==> src/rtl/pipeline_ctrl_if.sv <==
// Hazard/memory-stall control signals between the pipeline datapath and pipeline_ctrl.
// The slave modport is the control block; the master is the datapath (or a bench) driving it.
interface pipeline_ctrl_if;
  logic        IDEX_MemRead_i;
  logic [4:0]  IDEX_RDaddr_i;
  logic [4:0]  IFID_RS1_i;
  logic [4:0]  IFID_RS2_i;
  logic        Branch_i;
  logic        MemReq_i;
  logic        MemHit_i;
  logic        MemAck_i;
  logic        Stall_o;
  logic        Flush_o;
  logic        MemStall_o;
  logic        PCWrite_o;
  logic        NoOp_o;
  logic [15:0] StallCnt_o;
  logic [15:0] MissCnt_o;
  logic        Timeout_o;

  modport master (
    output IDEX_MemRead_i, IDEX_RDaddr_i, IFID_RS1_i, IFID_RS2_i,
    output Branch_i, MemReq_i, MemHit_i, MemAck_i,
    input  Stall_o, Flush_o, MemStall_o, PCWrite_o, NoOp_o,
    input  StallCnt_o, MissCnt_o, Timeout_o
  );

  modport slave (
    input  IDEX_MemRead_i, IDEX_RDaddr_i, IFID_RS1_i, IFID_RS2_i,
    input  Branch_i, MemReq_i, MemHit_i, MemAck_i,
    output Stall_o, Flush_o, MemStall_o, PCWrite_o, NoOp_o,
    output StallCnt_o, MissCnt_o, Timeout_o
  );
endinterface

==> src/rtl/pipeline_ctrl.sv <==
// Pipeline hazard controller: load-use stall, branch flush, data-cache miss FSM with
// saturating stall/miss statistics and a sticky miss watchdog.
module pipeline_ctrl #(
  parameter int unsigned TIMEOUT = 255
) (
  input  logic          clk_i,
  input  logic          rst_i,
  pipeline_ctrl_if.slave bus
);

  typedef enum logic {StRun, StMiss} state_e;

  state_e      state_q;
  logic [15:0] stall_cnt_q;
  logic [15:0] miss_cnt_q;
  logic [7:0]  wait_q;
  logic        timeout_q;

  logic       miss_req;
  logic       mem_stall;
  logic       hazard;
  logic       stall;
  logic [7:0] wait_inc;

  always_comb begin
    miss_req  = bus.MemReq_i & ~bus.MemHit_i;
    mem_stall = (state_q == StMiss) | miss_req;
    hazard    = bus.IDEX_MemRead_i && (bus.IDEX_RDaddr_i != 5'd0) &&
                ((bus.IDEX_RDaddr_i == bus.IFID_RS1_i) ||
                 (bus.IDEX_RDaddr_i == bus.IFID_RS2_i));
    // A pending memory stall freezes everything, so the load-use stall yields to it.
    stall     = hazard & ~mem_stall;
    wait_inc  = (wait_q == 8'hFF) ? wait_q : wait_q + 8'd1;
  end

  assign bus.MemStall_o = mem_stall;
  assign bus.Stall_o    = stall;
  assign bus.NoOp_o     = stall;
  assign bus.Flush_o    = bus.Branch_i & ~stall & ~mem_stall;
  assign bus.PCWrite_o  = ~(stall | mem_stall);
  assign bus.StallCnt_o = stall_cnt_q;
  assign bus.MissCnt_o  = miss_cnt_q;
  assign bus.Timeout_o  = timeout_q;

  always_ff @(posedge clk_i or negedge rst_i) begin
    if (!rst_i) begin
      state_q     <= StRun;
      stall_cnt_q <= 16'd0;
      miss_cnt_q  <= 16'd0;
      wait_q      <= 8'd0;
      timeout_q   <= 1'b0;
    end else begin
      if (stall && (stall_cnt_q != 16'hFFFF)) begin
        stall_cnt_q <= stall_cnt_q + 16'd1;
      end
      unique case (state_q)
        StRun: begin
          if (miss_req) begin
            state_q <= StMiss;
            wait_q  <= 8'd0;
            if (miss_cnt_q != 16'hFFFF) begin
              miss_cnt_q <= miss_cnt_q + 16'd1;
            end
          end
        end
        StMiss: begin
          wait_q <= wait_inc;
          // Watchdog only flags; the miss still waits for its acknowledge.
          if ({24'd0, wait_inc} >= TIMEOUT) begin
            timeout_q <= 1'b1;
          end
          if (bus.MemAck_i) begin
            state_q <= StRun;
          end
        end
        default: state_q <= StRun;
      endcase
    end
  end

endmodule

==> src/flat_wrapper.sv <==
// flat-port wrapper written by rule: the top's interface ports become plain ports
module pipeline_ctrl_flat 
#(
  parameter int unsigned TIMEOUT = 255
)
  (clk_i, rst_i, bus_IDEX_MemRead_i, bus_IDEX_RDaddr_i, bus_IFID_RS1_i, bus_IFID_RS2_i, bus_Branch_i, bus_MemReq_i, bus_MemHit_i, bus_MemAck_i, bus_Stall_o, bus_Flush_o, bus_MemStall_o, bus_PCWrite_o, bus_NoOp_o, bus_StallCnt_o, bus_MissCnt_o, bus_Timeout_o);
  pipeline_ctrl_if bus_i ();
  input  logic clk_i;
  input  logic rst_i;
  input wire logic [$bits(bus_i.IDEX_MemRead_i)-1:0] bus_IDEX_MemRead_i;
  input wire logic [$bits(bus_i.IDEX_RDaddr_i)-1:0] bus_IDEX_RDaddr_i;
  input wire logic [$bits(bus_i.IFID_RS1_i)-1:0] bus_IFID_RS1_i;
  input wire logic [$bits(bus_i.IFID_RS2_i)-1:0] bus_IFID_RS2_i;
  input wire logic [$bits(bus_i.Branch_i)-1:0] bus_Branch_i;
  input wire logic [$bits(bus_i.MemReq_i)-1:0] bus_MemReq_i;
  input wire logic [$bits(bus_i.MemHit_i)-1:0] bus_MemHit_i;
  input wire logic [$bits(bus_i.MemAck_i)-1:0] bus_MemAck_i;
  output wire logic [$bits(bus_i.Stall_o)-1:0] bus_Stall_o;
  output wire logic [$bits(bus_i.Flush_o)-1:0] bus_Flush_o;
  output wire logic [$bits(bus_i.MemStall_o)-1:0] bus_MemStall_o;
  output wire logic [$bits(bus_i.PCWrite_o)-1:0] bus_PCWrite_o;
  output wire logic [$bits(bus_i.NoOp_o)-1:0] bus_NoOp_o;
  output wire logic [$bits(bus_i.StallCnt_o)-1:0] bus_StallCnt_o;
  output wire logic [$bits(bus_i.MissCnt_o)-1:0] bus_MissCnt_o;
  output wire logic [$bits(bus_i.Timeout_o)-1:0] bus_Timeout_o;
  assign bus_i.IDEX_MemRead_i = bus_IDEX_MemRead_i;
  assign bus_i.IDEX_RDaddr_i = bus_IDEX_RDaddr_i;
  assign bus_i.IFID_RS1_i = bus_IFID_RS1_i;
  assign bus_i.IFID_RS2_i = bus_IFID_RS2_i;
  assign bus_i.Branch_i = bus_Branch_i;
  assign bus_i.MemReq_i = bus_MemReq_i;
  assign bus_i.MemHit_i = bus_MemHit_i;
  assign bus_i.MemAck_i = bus_MemAck_i;
  assign bus_Stall_o = bus_i.Stall_o;
  assign bus_Flush_o = bus_i.Flush_o;
  assign bus_MemStall_o = bus_i.MemStall_o;
  assign bus_PCWrite_o = bus_i.PCWrite_o;
  assign bus_NoOp_o = bus_i.NoOp_o;
  assign bus_StallCnt_o = bus_i.StallCnt_o;
  assign bus_MissCnt_o = bus_i.MissCnt_o;
  assign bus_Timeout_o = bus_i.Timeout_o;
  pipeline_ctrl #(.TIMEOUT(TIMEOUT)) u_core (.clk_i(clk_i), .rst_i(rst_i), .bus(bus_i));
endmodule
==> config.mk <==
export PLATFORM = sky130hd
export DESIGN_NAME = pipeline_ctrl_flat
export DESIGN_NICKNAME = d
export VERILOG_FILES = /design/src/rtl/pipeline_ctrl_if.sv /design/src/rtl/pipeline_ctrl.sv /design/src/flat_wrapper.sv
export SDC_FILE = /design/constraint.sdc
export NUM_CORES = 1
export LEC_CHECK = 0
export ABC_CLOCK_PERIOD_IN_PS = 2610
export CAP_MARGIN = 20
export CORE_AREA = 2 2 85 87
export DETAILED_ROUTE_END_ITERATION = 10
export DIE_AREA = 0 0 87 89
export SYNTH_ARGS = -nofsm -noshare
export SYNTH_HDL_FRONTEND = slang
export SYNTH_SLANG_ARGS = --single-unit
==> constraint.sdc <==
create_clock -name clk_i -period 2.61 [get_ports clk_i]
set_input_delay 0.522 -clock clk_i [delete_from_list [all_inputs] [get_ports clk_i]]
set_output_delay 0.522 -clock clk_i [all_outputs]
set_load 0.03 [all_outputs]
==> metrics.txt <==
outcome complete, no violations; Placement Setup Slack 0.0154 ns; CTS tree done; Final WS setup between 0.03 and 0.04 ns; GRT Util Overall 14.4%; DRT antenna net count 0; Leak 1.35 nW; Initial Util 34.5%; Synth Instances 239; Int Power 1.25 mW; Core ar. 0.00672 sq mm; n_diodes 0; final setup vio count 0; routed len/inst 13.3 microns; Syn Area/Cell 9.71 sq um; reg-to-reg endpoint u_core.bus.Timeout_o; Max Cap Viol 0; Clk pin slew, worst setup/hold paths approximately 0.08 ns; reg2reg setup slack 0.55 ns; die height just under 90 microns; #FFs+latches synth 42; Fin. Hold Viols 0; post-synth cell types 41; H-tree Lvls 2; critical path startpoint category input port; Port Buffers just under 60; global route overflow 0; critical path arrival 2.06 ns; initial DRC count 61; Sw Share 32.7%; Worst-Skew Late Latency 0.29 ns; vias in the first global route ~1900; CP required 2.09 ns; sequential fraction of the synthesis area a little under half; Slowest-stage cell, CP clkdlybuf4s50_1; Post-Route WL about 5200 microns; dpl hpwl 4040 microns; Post-synth EDFFs 0; min-delay worst type in2async; Final nets 337; clk_skew 0.00679 ns; crit path time final approximately 2.6 ns; YS warnings 0; GPL Wtd Cong 0.789; r2r worst-path depth 6; CP Class in2out; worst rel slew slack 72.4%; full die area between 0.007 and 0.008 sq mm; IR drop worst, VDD about 0.00028 V; PD cells 580 mW/mm^2; via count 1924; Worst Path Max Fanout 3; Reg power frac 44.2%; Die X 87 microns; Post-synth top flop dfrtp_1; R2R Path Start u_core.wait_q[0]; worst path cell trace clkdlybuf4s50_1 -> or4_4 -> o21ai_2 -> nand2b_4 -> and3_1 -> buf_6; Final Util 47.5%; Tightest Pin Transition 0.415 ns; CTS Root Cell clkbuf_8; CTS max path bufs 2; post-synth net total 264; IO Count 60; Layout area overhead 37.6%; part of the power in combinational logic 27.9%; final-report max-slew violation count 0; Crit. End Element output pin; first-pass GRT wire length 8830 microns; Async SR Flop Fraction 100%; Clk pwr share 27.8%; pin count of the biggest net entering global routing 22; fin crit share 98.8%; Vias/cell 4.90; largest stage delay on the critical path 0.47 ns; mapped cell area 0.00232 sq mm; Peak Freq between 0.3 and 0.4 GHz; initial antenna violation count 0; Pre-antenna DRT Iters 4; layout cell share with drive strength beyond 1 13.1%; DR DRC count 0; cell row count 30; CTS Buf Count 5; switching pwr slightly above 0.6 mW; clk sinks 42
## cell type report
class	count	area, sq um
clock inverter	2	37.5
multi-input combinational	182	1210
timing repair buffer	72	684
tap	80	100
clock buffer	6	72.6
inverter	9	33.8
fill	621	3530
sequential	42	1050
## synthesized netlist by cell type (2+ instances only)
cell       n  area share (%)
xnor2_1   33              12
nand4_1    9             2.4
inv_1      8             1.3
and3_1     9             2.4
nor2_1    19             3.1
o21ai_2    2            0.76
ha_1       3             1.6
nand3_1   25             5.4
nor3_1     2            0.43
nand2_1   21             3.4
mux2_2     4             1.9
dfrtp_1   42              45
nor4_1     2            0.54
o21ai_0    5             1.1
nand3b_1   2            0.65
nor3b_1    2            0.65
xor2_1     8             3.0
nand2b_1   3            0.81
a21oi_1   12             2.6
buf_4      2            0.65
clkbuf_1   2            0.32
and4_1     4             1.5
o41ai_1    2            0.76
## cell families after synthesis
kind of cell             share of synthesized area [%]
adder cells (fa/ha/maj)                           1.62
AND/OR/NAND/NOR                                   23.5
XOR/XNOR                                          15.5
buffers and inverters                             3.13
multiplexers                                      1.94
flip-flops                                        45.3
AO/OA/AOI/OAI                                     9.06
## cell usage in the layout, fill, tap and decap left out, types with 3 or more instances in the layout
| cell type | instances |
|---|---|
| clkdlybuf4s50_1 | 51 |
| xor2_1 | 8 |
| a21oi_1 | 12 |
| xnor2_1 | 33 |
| dlymetal6s2s_1 | 3 |
| nand4_1 | 9 |
| o21ai_0 | 5 |
| mux2_2 | 4 |
| dfrtp_1 | 42 |
| nand2_1 | 21 |
| ha_1 | 3 |
| and4_1 | 4 |
| nor2_1 | 19 |
| and3_1 | 9 |
| nand3_1 | 25 |
| inv_1 | 8 |
| clkbuf_8 | 5 |
| buf_4 | 16 |
## worst max-delay path by stage
stage | from | to | slack (ns)
3_3_place_gp | bus_IDEX_RDaddr_i[2] | bus_Flush_o | 0.03
6_report | bus_IDEX_RDaddr_i[4] | bus_Flush_o | 0.03
5_1_grt | bus_IDEX_RDaddr_i[4] | bus_Flush_o | -0.01
3_5_place_dp | bus_IDEX_RDaddr_i[2] | bus_Flush_o | 0.02
2_1_floorplan | bus_IDEX_RDaddr_i[4] | bus_Stall_o | 0.18
4_1_cts | bus_IDEX_RDaddr_i[2] | bus_Flush_o | 0.02
## worst max-delay path: cells and delay by family
kind / cells / cell delay, ns
buffers and inverters: 2 / 0.60
AO/OA/AOI/OAI: 1 / 0.18
AND/OR/NAND/NOR: 3 / 0.76
## layer usage
layer	global-route usage (%)	part of all wire (%)	up-vias
met2	23.0	48	32
li1	-	-	981
met3	2.77	2.5	11
met1	19.4	47	900
met4	5.68	2.5	0
met5	0	0	-
## state kept, by name, summed over array words and instances (netlist names)
name / flops
u_core.bus.StallCnt_o: 16
u_core.state_q: 1
u_core.bus.Timeout_o: 1
u_core.wait_q: 8
u_core.bus.MissCnt_o: 16
## per-stage QoR
step	area [sq um]	hold slack, ns	TNS [ns]	power, mW	std cells
CTS	3160	0.201	0	1.87	392
floorplan	2320	0.226	0	1.11	239
detailed placement	3050	0.448	0	1.35	384
global placement	3050	0.446	0	1.34	384
finish	3190	0.190	0	1.85	393
global route	3190	0.219	-0.0110	1.96	393
## power by group through the flow
| stage | clock [mW] | combinational (mW) | sequential, mW |
|---|---|---|---|
| floorplan | 0 | 0.194 | 0.918 |
| CTS | 0.531 | 0.519 | 0.819 |
| finish | 0.516 | 0.517 | 0.819 |
| global route | 0.554 | 0.568 | 0.836 |
| detailed placement | 0 | 0.519 | 0.830 |
| global placement | 0 | 0.513 | 0.831 |
## timing repair
action,in CTS,in global routing
hold endpoints to repair,0,0
endpoints found under the setup margin,0,4
setup buffers,0,1
gates resized for setup,0,7
hold buffers,0,0
Note: power is estimated with default switching activity, not from simulation.
